## config.mk

```make
export PLATFORM = sky130hd
export DESIGN_NAME = id_ex_stage_flat
export DESIGN_NICKNAME = d
export VERILOG_FILES = /design/src/rtl/id_ex_stage_if.sv /design/src/rtl/id_ex_stage.sv /design/src/flat_wrapper.sv
export SDC_FILE = /design/constraint.sdc
export NUM_CORES = 1
export LEC_CHECK = 0
export CAP_MARGIN = 20
export CELL_PAD_IN_SITES_DETAIL_PLACEMENT = 2
export CELL_PAD_IN_SITES_GLOBAL_PLACEMENT = 2
export CORE_ASPECT_RATIO = 1.1
export CORE_MARGIN = 2
export CORE_UTILIZATION = 24
export CTS_BUF_LIST = sky130_fd_sc_hd__clkbuf_4 sky130_fd_sc_hd__clkbuf_8 sky130_fd_sc_hd__clkbuf_16
export DETAILED_ROUTE_END_ITERATION = 16
export GPL_ROUTABILITY_DRIVEN = 1
export PLACE_DENSITY_LB_ADDON = 0.1
export SYNTH_ARGS = -nofsm -noshare
export SYNTH_HDL_FRONTEND = slang
export SYNTH_SLANG_ARGS = --single-unit
export TNS_END_PERCENT = 20
```

## constraint.sdc

```tcl
create_clock -name clk -period 2.2 [get_ports clk]
set_input_delay 0.44 -clock clk [delete_from_list [all_inputs] [get_ports clk]]
set_output_delay 0.44 -clock clk [all_outputs]
set_load 0.005 [all_outputs]
```

## src/rtl/id_ex_stage_if.sv

```systemverilog
// id_ex_stage_if: bundles the ID-side decoded instruction (the *1 signals),
// the EX-side registered instruction (the *2 signals), the flush request,
// the combinational stall and the event counters of the ID/EX register.
//
//   master : the ID/EX environment (decode drives *1 and Flush, EX consumes *2)
//   slave  : the id_ex_stage itself
interface id_ex_stage_if #(
  parameter int CNT_W = 16
);
  // ID side (decode -> ID/EX)
  logic        JtoPC1, Branch1, RegWrite1, RegDst1;
  logic        ALUSrc1, MemWrite1, MemRead1, MemtoReg1;
  logic [3:0]  ALUOp1;
  logic [31:0] PC4_1, RD1_1, RD2_1, Imm1;
  logic [4:0]  Rs1, Rt1, Rd1;
  logic        Flush;

  // EX side (ID/EX -> execute)
  logic        JtoPC2, Branch2, RegWrite2, RegDst2;
  logic        ALUSrc2, MemWrite2, MemRead2, MemtoReg2;
  logic [3:0]  ALUOp2;
  logic [31:0] PC4_2, RD1_2, RD2_2, Imm2;
  logic [4:0]  Rs2, Rt2, Rd2;

  // hazard / statistics
  logic             Stall;
  logic [CNT_W-1:0] StallCnt, FlushCnt;

  modport master (
    output JtoPC1, Branch1, RegWrite1, RegDst1, ALUSrc1, MemWrite1, MemRead1, MemtoReg1,
    output ALUOp1, PC4_1, RD1_1, RD2_1, Imm1, Rs1, Rt1, Rd1, Flush,
    input  JtoPC2, Branch2, RegWrite2, RegDst2, ALUSrc2, MemWrite2, MemRead2, MemtoReg2,
    input  ALUOp2, PC4_2, RD1_2, RD2_2, Imm2, Rs2, Rt2, Rd2,
    input  Stall, StallCnt, FlushCnt
  );

  modport slave (
    input  JtoPC1, Branch1, RegWrite1, RegDst1, ALUSrc1, MemWrite1, MemRead1, MemtoReg1,
    input  ALUOp1, PC4_1, RD1_1, RD2_1, Imm1, Rs1, Rt1, Rd1, Flush,
    output JtoPC2, Branch2, RegWrite2, RegDst2, ALUSrc2, MemWrite2, MemRead2, MemtoReg2,
    output ALUOp2, PC4_2, RD1_2, RD2_2, Imm2, Rs2, Rt2, Rd2,
    output Stall, StallCnt, FlushCnt
  );
endinterface

```

## src/rtl/id_ex_stage.sv

```systemverilog
// id_ex_stage: ID/EX pipeline register of the 5-stage MIPS core with
// load-use hazard detection, branch/jump flush and saturating event counters.
//
// Ports:
//   clk   : rising-edge clock
//   rst_n : asynchronous active-low reset (release takes effect at next edge)
//   bus   : id_ex_stage_if.slave
//           *1 inputs   decoded control word, operands, immediate, specifiers
//           Flush       squash the ID instruction (branch/jump resolved in EX)
//           *2 outputs  registered copy presented to EX
//           Stall       combinational hold for PC and IF/ID
//           StallCnt/FlushCnt  saturating counts of stall and flush cycles
//
// Each edge does exactly one of: capture the *1 inputs, or load an all-zero
// noop (bubble). Flush and a load-use hazard both produce a bubble; only a
// hazard without Flush asks upstream to hold, because on a flush IF/ID is
// already refetching the target.
module id_ex_stage #(
  parameter int CNT_W = 16
) (
  input  logic        clk,
  input  logic        rst_n,
  id_ex_stage_if.slave bus
);

  typedef struct packed {
    logic       jtopc;
    logic       branch;
    logic       reg_write;
    logic       reg_dst;
    logic       alu_src;
    logic       mem_write;
    logic       mem_read;
    logic       mem_to_reg;
    logic [3:0] alu_op;
  } ctrl_t;

  typedef struct packed {
    logic [31:0] pc4;
    logic [31:0] rd1;
    logic [31:0] rd2;
    logic [31:0] imm;
    logic [4:0]  rs;
    logic [4:0]  rt;
    logic [4:0]  rd;
  } data_t;

  ctrl_t ctrl_d, ctrl_q;
  data_t data_d, data_q;

  logic use_rs, use_rt;
  logic rs_match, rt_match;
  logic hazard, stall, bubble;

  logic [CNT_W-1:0] stall_cnt, flush_cnt;

  // ---------------------------------------------------------------------------
  // Gather the incoming ID instruction
  // ---------------------------------------------------------------------------
  always_comb begin
    ctrl_d            = '0;
    ctrl_d.jtopc      = bus.JtoPC1;
    ctrl_d.branch     = bus.Branch1;
    ctrl_d.reg_write  = bus.RegWrite1;
    ctrl_d.reg_dst    = bus.RegDst1;
    ctrl_d.alu_src    = bus.ALUSrc1;
    ctrl_d.mem_write  = bus.MemWrite1;
    ctrl_d.mem_read   = bus.MemRead1;
    ctrl_d.mem_to_reg = bus.MemtoReg1;
    ctrl_d.alu_op     = bus.ALUOp1;
  end

  always_comb begin
    data_d     = '0;
    data_d.pc4 = bus.PC4_1;
    data_d.rd1 = bus.RD1_1;
    data_d.rd2 = bus.RD2_1;
    data_d.imm = bus.Imm1;
    data_d.rs  = bus.Rs1;
    data_d.rt  = bus.Rt1;
    data_d.rd  = bus.Rd1;
  end

  // ---------------------------------------------------------------------------
  // Load-use hazard detection
  // ---------------------------------------------------------------------------
  // rs is read by any real ALU op except jumps; rt is read by R-type
  // (RegDst), branch compares and stores (store data).
  assign use_rs   = (bus.ALUOp1 != 4'b0000) && !bus.JtoPC1;
  assign use_rt   = bus.RegDst1 | bus.Branch1 | bus.MemWrite1;

  // The load in EX writes its rt; compare against the ID instruction's sources.
  assign rs_match = (data_q.rt == bus.Rs1);
  assign rt_match = (data_q.rt == bus.Rt1);

  // $0 is never a real dependency, so a load to $0 never stalls.
  assign hazard = ctrl_q.mem_read & ctrl_q.reg_write & (data_q.rt != 5'd0) &
                  ((use_rs & rs_match) | (use_rt & rt_match));

  assign stall  = hazard & ~bus.Flush;
  assign bubble = bus.Flush | hazard;

  // ---------------------------------------------------------------------------
  // Pipeline register: capture or bubble. The bubble clears data too so EX
  // sees a clean noop, which also guarantees MemRead2=0 next cycle and thus a
  // hazard never lasts more than one cycle.
  // ---------------------------------------------------------------------------
  always_ff @(posedge clk or negedge rst_n) begin
    if (!rst_n) begin
      ctrl_q <= '0;
      data_q <= '0;
    end else if (bubble) begin
      ctrl_q <= '0;
      data_q <= '0;
    end else begin
      ctrl_q <= ctrl_d;
      data_q <= data_d;
    end
  end

  // ---------------------------------------------------------------------------
  // Saturating event counters, updated on the same edge as the bubble
  // ---------------------------------------------------------------------------
  always_ff @(posedge clk or negedge rst_n) begin
    if (!rst_n) begin
      stall_cnt <= '0;
    end else if (stall && (stall_cnt != {CNT_W{1'b1}})) begin
      stall_cnt <= stall_cnt + CNT_W'(1);
    end
  end

  always_ff @(posedge clk or negedge rst_n) begin
    if (!rst_n) begin
      flush_cnt <= '0;
    end else if (bus.Flush && (flush_cnt != {CNT_W{1'b1}})) begin
      flush_cnt <= flush_cnt + CNT_W'(1);
    end
  end

  // ---------------------------------------------------------------------------
  // Outputs
  // ---------------------------------------------------------------------------
  assign bus.JtoPC2    = ctrl_q.jtopc;
  assign bus.Branch2   = ctrl_q.branch;
  assign bus.RegWrite2 = ctrl_q.reg_write;
  assign bus.RegDst2   = ctrl_q.reg_dst;
  assign bus.ALUSrc2   = ctrl_q.alu_src;
  assign bus.MemWrite2 = ctrl_q.mem_write;
  assign bus.MemRead2  = ctrl_q.mem_read;
  assign bus.MemtoReg2 = ctrl_q.mem_to_reg;
  assign bus.ALUOp2    = ctrl_q.alu_op;

  assign bus.PC4_2     = data_q.pc4;
  assign bus.RD1_2     = data_q.rd1;
  assign bus.RD2_2     = data_q.rd2;
  assign bus.Imm2      = data_q.imm;
  assign bus.Rs2       = data_q.rs;
  assign bus.Rt2       = data_q.rt;
  assign bus.Rd2       = data_q.rd;

  assign bus.Stall     = stall;
  assign bus.StallCnt  = stall_cnt;
  assign bus.FlushCnt  = flush_cnt;

endmodule
```

## src/flat_wrapper.sv

```systemverilog
// flat-port wrapper written by rule: the top's interface ports become plain ports
module id_ex_stage_flat 
#(
  parameter int CNT_W = 16
)
  (clk, rst_n, bus_JtoPC1, bus_Branch1, bus_RegWrite1, bus_RegDst1, bus_ALUSrc1, bus_MemWrite1, bus_MemRead1, bus_MemtoReg1, bus_ALUOp1, bus_PC4_1, bus_RD1_1, bus_RD2_1, bus_Imm1, bus_Rs1, bus_Rt1, bus_Rd1, bus_Flush, bus_JtoPC2, bus_Branch2, bus_RegWrite2, bus_RegDst2, bus_ALUSrc2, bus_MemWrite2, bus_MemRead2, bus_MemtoReg2, bus_ALUOp2, bus_PC4_2, bus_RD1_2, bus_RD2_2, bus_Imm2, bus_Rs2, bus_Rt2, bus_Rd2, bus_Stall, bus_StallCnt, bus_FlushCnt);
  id_ex_stage_if #(.CNT_W(CNT_W)) bus_i ();
  input  logic clk;
  input  logic rst_n;
  input wire logic [$bits(bus_i.JtoPC1)-1:0] bus_JtoPC1;
  input wire logic [$bits(bus_i.Branch1)-1:0] bus_Branch1;
  input wire logic [$bits(bus_i.RegWrite1)-1:0] bus_RegWrite1;
  input wire logic [$bits(bus_i.RegDst1)-1:0] bus_RegDst1;
  input wire logic [$bits(bus_i.ALUSrc1)-1:0] bus_ALUSrc1;
  input wire logic [$bits(bus_i.MemWrite1)-1:0] bus_MemWrite1;
  input wire logic [$bits(bus_i.MemRead1)-1:0] bus_MemRead1;
  input wire logic [$bits(bus_i.MemtoReg1)-1:0] bus_MemtoReg1;
  input wire logic [$bits(bus_i.ALUOp1)-1:0] bus_ALUOp1;
  input wire logic [$bits(bus_i.PC4_1)-1:0] bus_PC4_1;
  input wire logic [$bits(bus_i.RD1_1)-1:0] bus_RD1_1;
  input wire logic [$bits(bus_i.RD2_1)-1:0] bus_RD2_1;
  input wire logic [$bits(bus_i.Imm1)-1:0] bus_Imm1;
  input wire logic [$bits(bus_i.Rs1)-1:0] bus_Rs1;
  input wire logic [$bits(bus_i.Rt1)-1:0] bus_Rt1;
  input wire logic [$bits(bus_i.Rd1)-1:0] bus_Rd1;
  input wire logic [$bits(bus_i.Flush)-1:0] bus_Flush;
  output wire logic [$bits(bus_i.JtoPC2)-1:0] bus_JtoPC2;
  output wire logic [$bits(bus_i.Branch2)-1:0] bus_Branch2;
  output wire logic [$bits(bus_i.RegWrite2)-1:0] bus_RegWrite2;
  output wire logic [$bits(bus_i.RegDst2)-1:0] bus_RegDst2;
  output wire logic [$bits(bus_i.ALUSrc2)-1:0] bus_ALUSrc2;
  output wire logic [$bits(bus_i.MemWrite2)-1:0] bus_MemWrite2;
  output wire logic [$bits(bus_i.MemRead2)-1:0] bus_MemRead2;
  output wire logic [$bits(bus_i.MemtoReg2)-1:0] bus_MemtoReg2;
  output wire logic [$bits(bus_i.ALUOp2)-1:0] bus_ALUOp2;
  output wire logic [$bits(bus_i.PC4_2)-1:0] bus_PC4_2;
  output wire logic [$bits(bus_i.RD1_2)-1:0] bus_RD1_2;
  output wire logic [$bits(bus_i.RD2_2)-1:0] bus_RD2_2;
  output wire logic [$bits(bus_i.Imm2)-1:0] bus_Imm2;
  output wire logic [$bits(bus_i.Rs2)-1:0] bus_Rs2;
  output wire logic [$bits(bus_i.Rt2)-1:0] bus_Rt2;
  output wire logic [$bits(bus_i.Rd2)-1:0] bus_Rd2;
  output wire logic [$bits(bus_i.Stall)-1:0] bus_Stall;
  output wire logic [$bits(bus_i.StallCnt)-1:0] bus_StallCnt;
  output wire logic [$bits(bus_i.FlushCnt)-1:0] bus_FlushCnt;
  assign bus_i.JtoPC1 = bus_JtoPC1;
  assign bus_i.Branch1 = bus_Branch1;
  assign bus_i.RegWrite1 = bus_RegWrite1;
  assign bus_i.RegDst1 = bus_RegDst1;
  assign bus_i.ALUSrc1 = bus_ALUSrc1;
  assign bus_i.MemWrite1 = bus_MemWrite1;
  assign bus_i.MemRead1 = bus_MemRead1;
  assign bus_i.MemtoReg1 = bus_MemtoReg1;
  assign bus_i.ALUOp1 = bus_ALUOp1;
  assign bus_i.PC4_1 = bus_PC4_1;
  assign bus_i.RD1_1 = bus_RD1_1;
  assign bus_i.RD2_1 = bus_RD2_1;
  assign bus_i.Imm1 = bus_Imm1;
  assign bus_i.Rs1 = bus_Rs1;
  assign bus_i.Rt1 = bus_Rt1;
  assign bus_i.Rd1 = bus_Rd1;
  assign bus_i.Flush = bus_Flush;
  assign bus_JtoPC2 = bus_i.JtoPC2;
  assign bus_Branch2 = bus_i.Branch2;
  assign bus_RegWrite2 = bus_i.RegWrite2;
  assign bus_RegDst2 = bus_i.RegDst2;
  assign bus_ALUSrc2 = bus_i.ALUSrc2;
  assign bus_MemWrite2 = bus_i.MemWrite2;
  assign bus_MemRead2 = bus_i.MemRead2;
  assign bus_MemtoReg2 = bus_i.MemtoReg2;
  assign bus_ALUOp2 = bus_i.ALUOp2;
  assign bus_PC4_2 = bus_i.PC4_2;
  assign bus_RD1_2 = bus_i.RD1_2;
  assign bus_RD2_2 = bus_i.RD2_2;
  assign bus_Imm2 = bus_i.Imm2;
  assign bus_Rs2 = bus_i.Rs2;
  assign bus_Rt2 = bus_i.Rt2;
  assign bus_Rd2 = bus_i.Rd2;
  assign bus_Stall = bus_i.Stall;
  assign bus_StallCnt = bus_i.StallCnt;
  assign bus_FlushCnt = bus_i.FlushCnt;
  id_ex_stage #(.CNT_W(CNT_W)) u_core (.clk(clk), .rst_n(rst_n), .bus(bus_i));
endmodule
```

-- Yosys cells after proc, flatten, opt, wreduce, memory -nomap -nowiden
Index checks and enable logic that the tools add are counted.
- add/subtract/negate cells: 2
- eq/ne operators: 4
- mux-type cells: 2
- bitwise gates (word level): 11
- reductions and logical operators: 6
- operators by type and width (cell ; count):
    143-bit 2-to-1 mux ; 1
    16-bit by 1-bit adder with 16-bit output (second input constant) ; 2
    16-bit != test (second input constant) ; 2
    12-bit 2-to-1 mux ; 1
    5-bit equality test ; 2
    1-bit bitwise AND ; 6
    5-bit nonzero test ; 1
    1-bit OR ; 4
    4-bit nonzero test ; 1
    1-bit logical AND ; 3
    1-bit zero test ; 1
    1-bit inverter ; 1
- register bits after elaboration: 187
- input bits: 158
- output and inout bits: 188
- word-level logic and storage cells: 43

-- Logic depth before layout (Yosys ltp)
Gate-level depths: netlist of run 1.
- word-level depth: 7
- gate-level depth with buffers: 7

-- Worst setup path before layout of run 1
No wires, ideal clock.
- path type: register to output
- from: register u_core.data_q, in the netlist u_core.bus.Rt2[1]
- to: output port bus_Stall
- data arrival time: 1493 ps
- required time: 1760 ps
- slack: 267 ps
- stages on the path, launching flop included: 6
- cells stage by stage: dfrtp_1 -> or4_1 -> o211a_1 -> nand2b_1 -> buf_2 -> nor2_1
- cells in the longest elaborated chain, start to end: 5
- elaborated cells on any way between the ends: 9
- those cells by class: 2 x eq/ne; 6 x bitwise; 1 x reduce/logical
- RTL lines (item ; RTL line ; text):
    from (decl) ; id_ex_stage.sv:49 ; data_t data_d, data_q;
    from (signal assigned) ; id_ex_stage.sv:117 ; data_q <= data_d;
    5-bit equality test (on tied branches) ; id_ex_stage.sv:93, id_ex_stage.sv:94 ;
    1-bit bitwise AND ; id_ex_stage.sv:98 ; ((use_rs & rs_match) | (use_rt & rt_match));
    1-bit OR ; id_ex_stage.sv:98 ;
    1-bit bitwise AND (*) ; id_ex_stage.sv:97 ; assign hazard = ctrl_q.mem_read & ctrl_q.reg_write & (data_q.rt != 5'd0) &
    1-bit bitwise AND (*) ; id_ex_stage.sv:100 ; assign stall = hazard & ~bus.Flush;
    to (decl) ; flat_wrapper.sv:43 ; output wire logic [$bits(bus_i.Stall)-1:0] bus_Stall;
Every way passes the cells marked *; elsewhere a longest branch is shown, timed or not.

-- Worst setup path in the final report of run 1
- from: register u_core.data_q, in the netlist u_core.bus.Rt2[3]
- to: output port bus_Stall
The elaborated chain is that of the path after synthesis.

==> results by group, run 1 <==
Timing
  – Fin crit period: 2.418 ns
  – Slew Limit Fails: 0
  – Final Hold Fails: 0
  – Final worst-path cycle share: 109.9%
  – Max Fclk: 0.4135 GHz
  – Slew @ Worst Pin: 0.4866 ns
  – Worst slew margin: 67.37%
  – Final worst slack: -0.2184 ns
  – Unrepaired setup endpoints after global routing: true
  – Setup-failing EPs final: 165
  – Worst Skew: 0.008213 ns

Placed design
  – Placed wire-length estimate: 17.90 mm
  – Number of port buffers: 345
  – Final Wtd Congestion: 0.7448
  – Cells after DPL: 1,210
  – Setup slack after placement: -0.8632 ns

Setup path
  – CP startpoint kind: flop
  – Slowest-stage cell, CP: or4_4
  – FF-to-FF path depth: 10
  – Flop2flop setup slack: -0.13 ns
  – Cells along the critical path: or4_4 -> o211a_1 -> nand2b_1 -> nor2_1 -> buf_2
  – CP arrival: 1.98 ns
  – RR Endpoint: u_core.bus.RD2_2[27]
  – CP endpoint kind: output port
  – Critical path required time: 1.76 ns
  – Crit path max fanout: 3
  – Critical path class: flop to output port
  – Worst path max stage delay: 0.57 ns
  – Worst r2r src: u_core.bus.Rt2[3]

Layout
  – Layout Cells excl Fill: 1,269
  – Total Nets Final: 1,048
  – Layout cells sized above 1: 15.43%
  – Post-layout util: 43.26%
  – Area Growth Syn to Fin: 78.65%
  – Fillers: 2,825

Die
  – Die W: 163.0 um
  – Starting density of the core: 24.21%
  – Num rows: 64
  – DIE HEIGHT: 178.8 um
  – Total core area: 27,550 sq um
  – Die area: 29,140 sq um
  – Io pins: 346

Drt
  – Routed vias: 5,298
  – Routed vias/inst: 4.175
  – DRC marker count from the first detailed-route iteration: 163
  – Post-detailed-route count of antenna-violating nets: 0
  – Drt pass-1 iters: 4
  – Remaining DRCs: 0
  – Drt total wl: 25.40 mm
  – DR WL/cell: 20.01 um

GRT
  – M2 GR Usage: 30.84%
  – Vias in the first global route: 6,074
  – Grt met3 use: 4.719%
  – GRT Residual Overflow: 0
  – Largest net degree at the start of global routing: 50
  – First-pass GRT wire length: 37.52 mm
  – Met1 global-route usage: 20.25%
  – GRT Util Overall: 17.40%
  – Initial antenna violation count: 4
  – Most used routing layer: met2

Clock network
  – H-tree depth: 4
  – Max Buffers Root-to-Sink: 2
  – CTS tree: done
  – Clk sink count: 187
  – CTS root buffer: clkbuf_16
  – Worst-Skew Late Latency: 0.43 ns
  – CTS clk-pin slew, worst paths: 0.07 ns
  – Num CTS Buffers: 17

Hold path
  – Worst hold endpoint: u_core.bus.StallCnt[10]
  – Hold depth: 1
  – Hold path start: u_core.bus.StallCnt[10]
  – HP Class: flop to flop

Synth
  – Cells after Synth: 494
  – Synthesized net count: 654
  – Yosys reg bits: 187
  – Main synth FF type: dfrtp_1
  – Most frequent cell after synthesis: dfrtp_1
  – Post-synth top cells: 187 x dfrtp_1, 155 x and2_1, 29 x xor2_1, 15 x clkbuf_2, 14 x nor2_1
  – Yosys cell types: 35
  – Top cells by area, synth: dfrtp_1 70%, and2_1 15%, xor2_1 3.8%
  – Post-synth EDFFs: 0
  – Synth Cell Area: 6670 sq um
  – Synth top area share: 70.16%
  – YS warnings: 0
  – Sequential cell area fraction in the yosys report: 70.16%
  – Yosys top cell by area: dfrtp_1
  – Syn_area_per_cell: 13.50 sq um
  – Async SR Flop Fraction: 100.0%

Outcome
  – Failing checks: negative setup slack
  – Status: finished, violations left

Job
  – Max-cap violation count: 0

Power and ir drop
  – Leakage power: 5.237 nW
  – Pwr dens: 684.3 nW/um^2
  – Max VDD drop: 0.0003707 V
## final cells by class
type | instances | area [sq um] | share of cell area [%]
Inverter | 1 | 3.754 | 0.03150
Clock inverter | 14 | 135.1 | 1.134
Sequential cell | 187 | 4682 | 39.29
Timing Repair Buffer | 394 | 4096 | 34.38
Clock buffer | 18 | 439.2 | 3.685
Multi-Input combinational cell | 287 | 2093 | 17.57
Antenna cell | 5 | 12.51 | 0.1050
Tap cell | 363 | 454.2 | 3.811
## critical path, delay by kind of cell, from the launching register on
family	cells	cell delay, ns
simple gates	3	0.73
flops	1	0.43
compound gates	1	0.26
buf+inv	1	0.13
## metrics by stage
| step | total power [mW] | hold WS (ns) | TNS (ns) | instance area (sq um) |
|---|---|---|---|---|
| after floorplan | 4.106 | 0.1444 | 0 | 6670 |
| after global placement | 4.999 | 0.4147 | -120.25 | 10760 |
| after detailed placement | 5.057 | 0.4269 | -117.60 | 10760 |
| after CTS | 8.279 | 0.5051 | -20.05 | 11750 |
| after global routing | 8.540 | 0.5292 | -31.34 | 11910 |
| final | 8.154 | 0.4964 | -12.09 | 11920 |
## flip-flops by register name (all words and copies together) (netlist names), 4 cells and up
signal,cells
u_core.bus.Rs2,5
u_core.bus.FlushCnt,16
u_core.bus.StallCnt,16
u_core.bus.Imm2,32
u_core.bus.PC4_2,32
u_core.bus.ALUOp2,4
u_core.bus.RD1_2,32
u_core.bus.Rt2,5
u_core.bus.RD2_2,32
u_core.bus.Rd2,5
## timing repair
action,4_1_cts,5_1_grt
hold buffers,1,0
pin swaps,6,4
gates cloned,8,0
buffers inserted,9,4
hold endpoints to repair,44,0
endpoints found under the setup margin,167,171
gates resized for setup,32,44
## kinds of logic after synthesis
family	count (synthesis)	share of synthesized area, %
and+or+nand+nor	234	21.03
DFF	187	70.16
xor gates and xnor gates	37	4.858
buffers and inverters	21	1.594
AOI/OAI and AO/OA	8	1.163
muxes	5	0.8253
adders and majority gates	2	0.3751
## metal layers
metal	wire length [um]	part of all wire (%)
met1	9809	39
met2	13650	54
met3	1459	5.7
met4	482	1.9
met5	0	0
## placed cells by master (no fill, tap or decap), types with 4 or more instances in the layout
| cell | netlist | routed |
|---|---|---|
| xnor2_1 | 8 | 8 |
| dfrtp_1 | 187 | 185 |
| nand3_1 | 13 | 13 |
| clkdlybuf4s50_1 | 0 | 343 |
| and3_1 | 4 | 4 |
| and4_1 | 4 | 4 |
| buf_12 | 0 | 10 |
| nor3_1 | 11 | 5 |
| and2_1 | 155 | 125 |
| nand4_1 | 9 | 9 |
| buf_16 | 0 | 6 |
| and2_4 | 0 | 30 |
| diode_2 | 0 | 5 |
| clkbuf_16 | 0 | 18 |
| nor2_1 | 14 | 13 |
| nand2_1 | 8 | 8 |
| nor3_2 | 0 | 6 |
| xor2_1 | 29 | 28 |
| buf_4 | 2 | 28 |
| inv_6 | 0 | 6 |
## worst max-delay path by stage
stage	end	slack, ns	startpoint
global route	bus_Stall	-0.29	u_core.bus.Rt2[2]
CTS	bus_Stall	-0.24	u_core.bus.Rt2[3]
floorplan	bus_Stall	0.27	u_core.bus.Rt2[1]
global placement	bus_Stall	-0.89	bus_Rs1[3]
finish	bus_Stall	-0.22	u_core.bus.Rt2[3]
detailed placement	bus_Stall	-0.86	bus_Rs1[3]
## power by group
part	internal, mW	leakage, nW	switching, mW	total (mW)
Clock	1.62	0.276	1.44	3.06
Sequential	3.64	2.43	0.144	3.79
Combinational	0.865	2.53	0.445	1.31
Total	6.13	5.24	2.03	8.15
No activity file was read; power rests on OpenSTA's default activity.
==> run 2, diff against run 1 <==
Settings changed: CORE_MARGIN 2 to default, CTS_CLUSTER_SIZE from default to 8.
==> results by group, run 2 (synthesis results as in run 1) <==
Die
  – Starting density of the core: 24.60%
  – Io pins: 346
  – Total core area: 27,120 sq um
  – Die W: 161.0 um
  – Die area: 28,460 sq um
  – Num rows: 63
  – DIE HEIGHT: 176.8 um

Placed design
  – Final Wtd Congestion: 0.8060
  – Setup slack after placement: -0.9591 ns
  – Area of placed instances: 10,750 sq um
  – Cells after DPL: 1,204
  – Number of port buffers: 345
  – Placed wire-length estimate: 18.45 mm

Hold path
  – HP Class: input pin to asynchronous set/reset pin

Layout
  – Layout cells sized above 1: 17.61%
  – Fillers: 2,692
  – Total Nets Final: 1,050
  – Layout Cells excl Fill: 1,261
  – Area Growth Syn to Fin: 80.10%
  – Most common cell after layout, fill and taps aside: clkdlybuf4s50_1
  – Design Area, Final: 12,010 sq um
  – Most frequent cells in the layout: 339 x clkdlybuf4s50_1, 186 x dfrtp_1, 112 x and2_1

Drt
  – Post-detailed-route count of antenna-violating nets: 0
  – Drt total wl: 26.09 mm
  – Remaining DRCs: 0
  – Drt pass-1 iters: 3
  – DR WL/cell: 20.69 um
  – Routed vias/inst: 4.192
  – DRC marker count from the first detailed-route iteration: 159
  – Routed vias: 5,286

Clock network
  – CTS clk-pin slew, worst paths: 0.08 ns
  – CTS root buffer: clkbuf_16
  – Clk sink count: 187
  – H-tree depth: 4
  – Max Buffers Root-to-Sink: 2
  – Num CTS Buffers: 17
  – Worst-Skew Late Latency: 0.44 ns
  – CTS tree: done

Outcome
  – Failing checks: negative setup slack
  – Status: finished, violations left

Setup path
  – CP startpoint kind: input pin
  – Crit path max fanout: 13
  – CP endpoint kind: flop
  – Critical path class: input pin to flop
  – CP arrival: 2.76 ns
  – Critical path required time: 2.52 ns

Power and ir drop
  – Pwr dens: 701.7 nW/um^2
  – Tot Pwr: 8.430 mW
  – Int Pwr: 6.288 mW
  – Psw: 2.141 mW
  – Max VDD drop: 0.0004432 V
  – Sequential Power Share: 45.0%
  – Clock Power Share: 39.4%
  – Comb pwr share: 15.6%
  – Leakage power: 5.377 nW
  – Sw frac: 25.40%

GRT
  – Vias in the first global route: 6,086
  – GRT Util Overall: 17.29%
  – GRT Residual Overflow: 0
  – Initial antenna violation count: 2
  – Largest net degree at the start of global routing: 70
  – First-pass GRT wire length: 36.58 mm

Timing
  – Unrepaired setup endpoints after global routing: true
  – Slew Limit Fails: 0
  – Final worst-path cycle share: 111.1%
  – Setup-failing EPs final: 166
  – Final worst slack: -0.2445 ns
  – Fin Setup TNS: -26.09 ns
  – Worst Skew: 0.01463 ns
  – Final Hold Fails: 0
  – Slew @ Worst Pin: 0.6330 ns
  – Worst slew margin: 57.80%
  – Fin crit period: 2.444 ns
  – Max Fclk: 0.4091 GHz

Job
  – Max-cap violation count: 0
==> run 2: metal layers <==
| metal | GRT usage, % | vias to the layer above | share of wire, % |
|---|---|---|---|
| met5 | 0 | - | 0 |
| met4 | 6.486 | 0 | 2.3 |
| met3 | 5.623 | 34 | 7.1 |
| met2 | 31.54 | 217 | 54 |
| met1 | 18.47 | 2652 | 36 |
| li1 | - | 2383 | - |
==> run 2: area by class of cell <==
type                       count  area [sq um]  share of cell area, %
antenna                        1         2.502                0.02083
clock buffer                  19         446.7                  3.718
clock inverter                13         176.4                  1.469
inverter                       1         3.754                0.03125
multi-input combinational    286          2161                  17.99
sequential                   187          4681                  38.96
tap                          357         446.7                  3.718
timing repair buffer         397          4095                  34.09
==> run 2: worst paths after layout <==
check,cells past startpoint,start,end,slack [ns]
max,10,bus_Rs1[1],u_core.bus.RD1_2[7],-0.24
min,1,rst_n,u_core.bus.Rs2[3],0.02
max reg2reg,9,u_core.bus.Rt2[0],u_core.bus.RD1_2[7],-0.21
min reg2reg,1,u_core.bus.FlushCnt[13],u_core.bus.FlushCnt[13],0.50
max in group asynchronous,2,rst_n,u_core.bus.Rt2[1],1.49
min in group clk,2,bus_ALUOp1[1],u_core.bus.ALUOp2[1],0.33
==> run 2: power by group through the flow <==
stage | sequential (mW) | combinational, mW | clock [mW]
floorplan | 3.85 | 0.254 | 0
global placement | 3.85 | 1.16 | 0
detailed placement | 3.87 | 1.20 | 0
CTS | 3.80 | 1.22 | 3.44
global route | 3.83 | 1.42 | 3.54
finish | 3.80 | 1.31 | 3.32
==> run 2: timing repair <==
| action | in CTS | in global routing |
|---|---|---|
| pin swaps | 2 | 43 |
| setup buffers | 6 | 10 |
| cloned | 0 | 8 |
| setup endpoints to repair | 172 | 165 |
| resized for setup | 13 | 81 |
| hold buffers | 0 | 0 |
==> run 2: critical path: stages <==
cell	delay, ns
clkdlybuf4s50_1	0.48
xor2_1	0.20
nor4_2	0.37
a22oi_2	0.20
buf_4	0.18
buf_8	0.13
o21ba_4	0.27
buf_4	0.18
clkbuf_16	0.16
and2_1	0.15
==> run 2: metrics by stage <==
stage | util, % | hold WS [ns]
after floorplan | - | 0.1444
after global placement | 39.65 | 0.4810
after detailed placement | 39.65 | 0.4944
after CTS | 42.27 | 0.03455
after global routing | 44.29 | 0.03950
final | 44.30 | 0.02060
==> patch (config.mk and constraints of run 1) <==
`CNT_W` is set to 16 in 3 places; all go to 14.
--- a/src/rtl/id_ex_stage_if.sv
+++ b/src/rtl/id_ex_stage_if.sv
@@ -5,7 +5,7 @@
 //   master : the ID/EX environment (decode drives *1 and Flush, EX consumes *2)
 //   slave  : the id_ex_stage itself
 interface id_ex_stage_if #(
-  parameter int CNT_W = 16
+  parameter int CNT_W = 14
 );
   // ID side (decode -> ID/EX)
   logic        JtoPC1, Branch1, RegWrite1, RegDst1;
--- a/src/rtl/id_ex_stage.sv
+++ b/src/rtl/id_ex_stage.sv
@@ -16,7 +16,7 @@
 // hazard without Flush asks upstream to hold, because on a flush IF/ID is
 // already refetching the target.
 module id_ex_stage #(
-  parameter int CNT_W = 16
+  parameter int CNT_W = 14
 ) (
   input  logic        clk,
   input  logic        rst_n,
--- a/src/flat_wrapper.sv
+++ b/src/flat_wrapper.sv
@@ -1,7 +1,7 @@
 // flat-port wrapper written by rule: the top's interface ports become plain ports
 module id_ex_stage_flat 
 #(
-  parameter int CNT_W = 16
+  parameter int CNT_W = 14
 )
   (clk, rst_n, bus_JtoPC1, bus_Branch1, bus_RegWrite1, bus_RegDst1, bus_ALUSrc1, bus_MemWrite1, bus_MemRead1, bus_MemtoReg1, bus_ALUOp1, bus_PC4_1, bus_RD1_1, bus_RD2_1, bus_Imm1, bus_Rs1, bus_Rt1, bus_Rd1, bus_Flush, bus_JtoPC2, bus_Branch2, bus_RegWrite2, bus_RegDst2, bus_ALUSrc2, bus_MemWrite2, bus_MemRead2, bus_MemtoReg2, bus_ALUOp2, bus_PC4_2, bus_RD1_2, bus_RD2_2, bus_Imm2, bus_Rs2, bus_Rt2, bus_Rd2, bus_Stall, bus_StallCnt, bus_FlushCnt);
   id_ex_stage_if #(.CNT_W(CNT_W)) bus_i ();
Interface: changed (resized bus_FlushCnt and bus_StallCnt); port bits go from 346 to 342. The function was not compared with the original's and may differ.
==> patch against run 1 <==
The flow still finishes with violations (setup timing); power shrank 1.7%; synthesized area shrank 3.5%; design area shrank 1.3%; setup slack gained 0.12 ns; fmax grew 5.3%; sequential cell count shrank 4; routed wire length shrank 6.4%; via count shrank 3.8%; clock power shrank 5%; sequential power shrank 2%; critical path type is now input pin to flop; critical endpoint is now u_core.bus.RD1_2[5]; largest power group unchanged.
==> patch: results (changes against run 1) <==
outcome: finished, violations left
failing checks: setup timing
Pleak: 5.17 nW (-1.2%)
multi-input logic area: 0.00221 sq mm (+5.7%)
routed vias: 5095 (-3.8%)
Commonest cells post-synth: dfrtp_1 (183), and2_1 (157), xor2_1 (22)
DR WL/cell: 19.4 um (-3.0%)
synth unique cells: 30 (-14%)
peak supply drop: 0.000384 V (+3.5%)
initial antenna violation count: 2 (-2)
DR iter-0 viols: 113 (-31%)
post-synthesis mux area share: 0.00699 (-0.00126)
Post-Synth Adder-Cell Area: 0.00389 (+0.000134)
count of final setup violators: 122 (-26%)
Least-Margin Pin Slew: 0.506 ns (+0.0197 ns)
DP Area: 0.0105 sq mm (-2.1%)
Final #Nets: 1020 (-2.7%)
met3 WL: 2.37 mm (+62%)
Worst Setup SP: bus_Rs1[2]
hold_sp: bus_Rs1[4]
# port buffers: 341 (-1.2%)
Crit Path Max Fanout: 19 (+16)
top post-synthesis cells by area: dfrtp_1 (71%), and2_1 (15%), xor2_1 (3.0%), buf_2 (1.5%), xnor2_1 (1.2%)
overall routing resource usage: 0.170 (-0.00449)
DP HPWL: 17.4 mm (-2.6%)
Final WS setup: -0.0961 ns (+0.122 ns)
share of layout cells above drive strength 1: 0.227 (+0.0731)
vias in the first global route: 6113 (+0.64%)
Hold/Removal Path Class: input pin to flop
post-synthesis compound-gate area fraction: 0.00680 (-0.00483)
Synth Area in XOR/XNOR: 0.0422 (-0.00642)
post-synthesis sequential area ratio: 0.711 (+0.00954)
fillers: 2652 (-6.1%)
Crit-path slowest cell: clkdlybuf4s50_1
internal power: 5.96 mW (-2.8%)
slowest cell delay on critical path: 0.44 ns (-0.13 ns)
largest net degree at the start of global routing: 54 (+8.0%)
wl on met1: 8.74 mm (-11%)
patch: kinds of logic after synthesis:
kind of cell	after synthesis
fa+ha+maj	2
simple gates	229
buf+inv	23
mux	4
flops	183
xor+xnor	31
compound gates	6
patch: per-stage QoR:
| stage | std cells | setup TNS, ns | setup slack (ns) | power, mW |
|---|---|---|---|---|
| 3_3_place_gp | 1180 | -103.05 | -0.754 | 4.99 |
| 3_5_place_dp | 1180 | -103.84 | -0.710 | 5.03 |
| 2_1_floorplan | 478 | 0 | 0.207 | 4.04 |
| 5_1_grt | 1225 | -15.96 | -0.158 | 8.43 |
| 6_report | 1225 | -7.46 | -0.0961 | 8.02 |
| 4_1_cts | 1219 | -2.72 | -0.145 | 8.09 |
patch: area by class of cell:
| type | instances | share of cell area |
|---|---|---|
| Antenna cell | 2 | 0.000425 |
| Timing Repair Buffer | 384 | 0.338 |
| Clock inverter | 13 | 0.00957 |
| Tap cell | 352 | 0.0374 |
| Inverter | 2 | 0.000638 |
| Clock buffer | 17 | 0.0362 |
| Sequential cell | 183 | 0.390 |
| Multi-Input combinational cell | 272 | 0.188 |
patch: final timing paths:
check | depth (start not counted) | end | slack, ns
min in group asynchronous | 2 | u_core.bus.ALUOp2[2] | 0.57
max in group asynchronous | 3 | u_core.bus.RD1_2[12] | 0.94
min reg2reg | 1 | u_core.bus.StallCnt[7] | 0.50
min | 2 | u_core.bus.Rs2[4] | 0.45
max | 10 | u_core.bus.RD1_2[5] | -0.1
max reg2reg | 9 | u_core.bus.RD1_2[5] | -0.07
patch: power by group through the flow:
stage / logic, mW / registers [mW] / clock network (mW)
CTS: 1.34 / 3.72 / 3.03
detailed placement: 1.25 / 3.79 / 0
finish: 1.38 / 3.72 / 2.92
floorplan: 0.258 / 3.78 / 0
global route: 1.49 / 3.75 / 3.19
global placement: 1.21 / 3.77 / 0
patch: what timing repair did:
item / 4_1_cts / 5_1_grt
cloned: 3 / 4
buffers inserted: 5 / 1
hold buffers: 1 / 0
endpoints found under the hold margin: 3 / 0
pin swaps: 33 / 70
setup endpoints to repair: 167 / 167
gates resized for setup: 77 / 72
patch: critical path, delay by kind of cell:
family	cells	cell delay, ns
xor gates and xnor gates	1	0.18
buffers and inverters	5	1.08
AOI/OAI and AO/OA	2	0.45
and+or+nand+nor	2	0.43
patch: layer usage:
| metal | vias up | global-route usage |
|---|---|---|
| met5 | - | 0 |
| met4 | 0 | 0.0465 |
| met3 | 17 | 0.0767 |
| met2 | 211 | 0.307 |
| met1 | 2574 | 0.178 |
| li1 | 2293 | - |
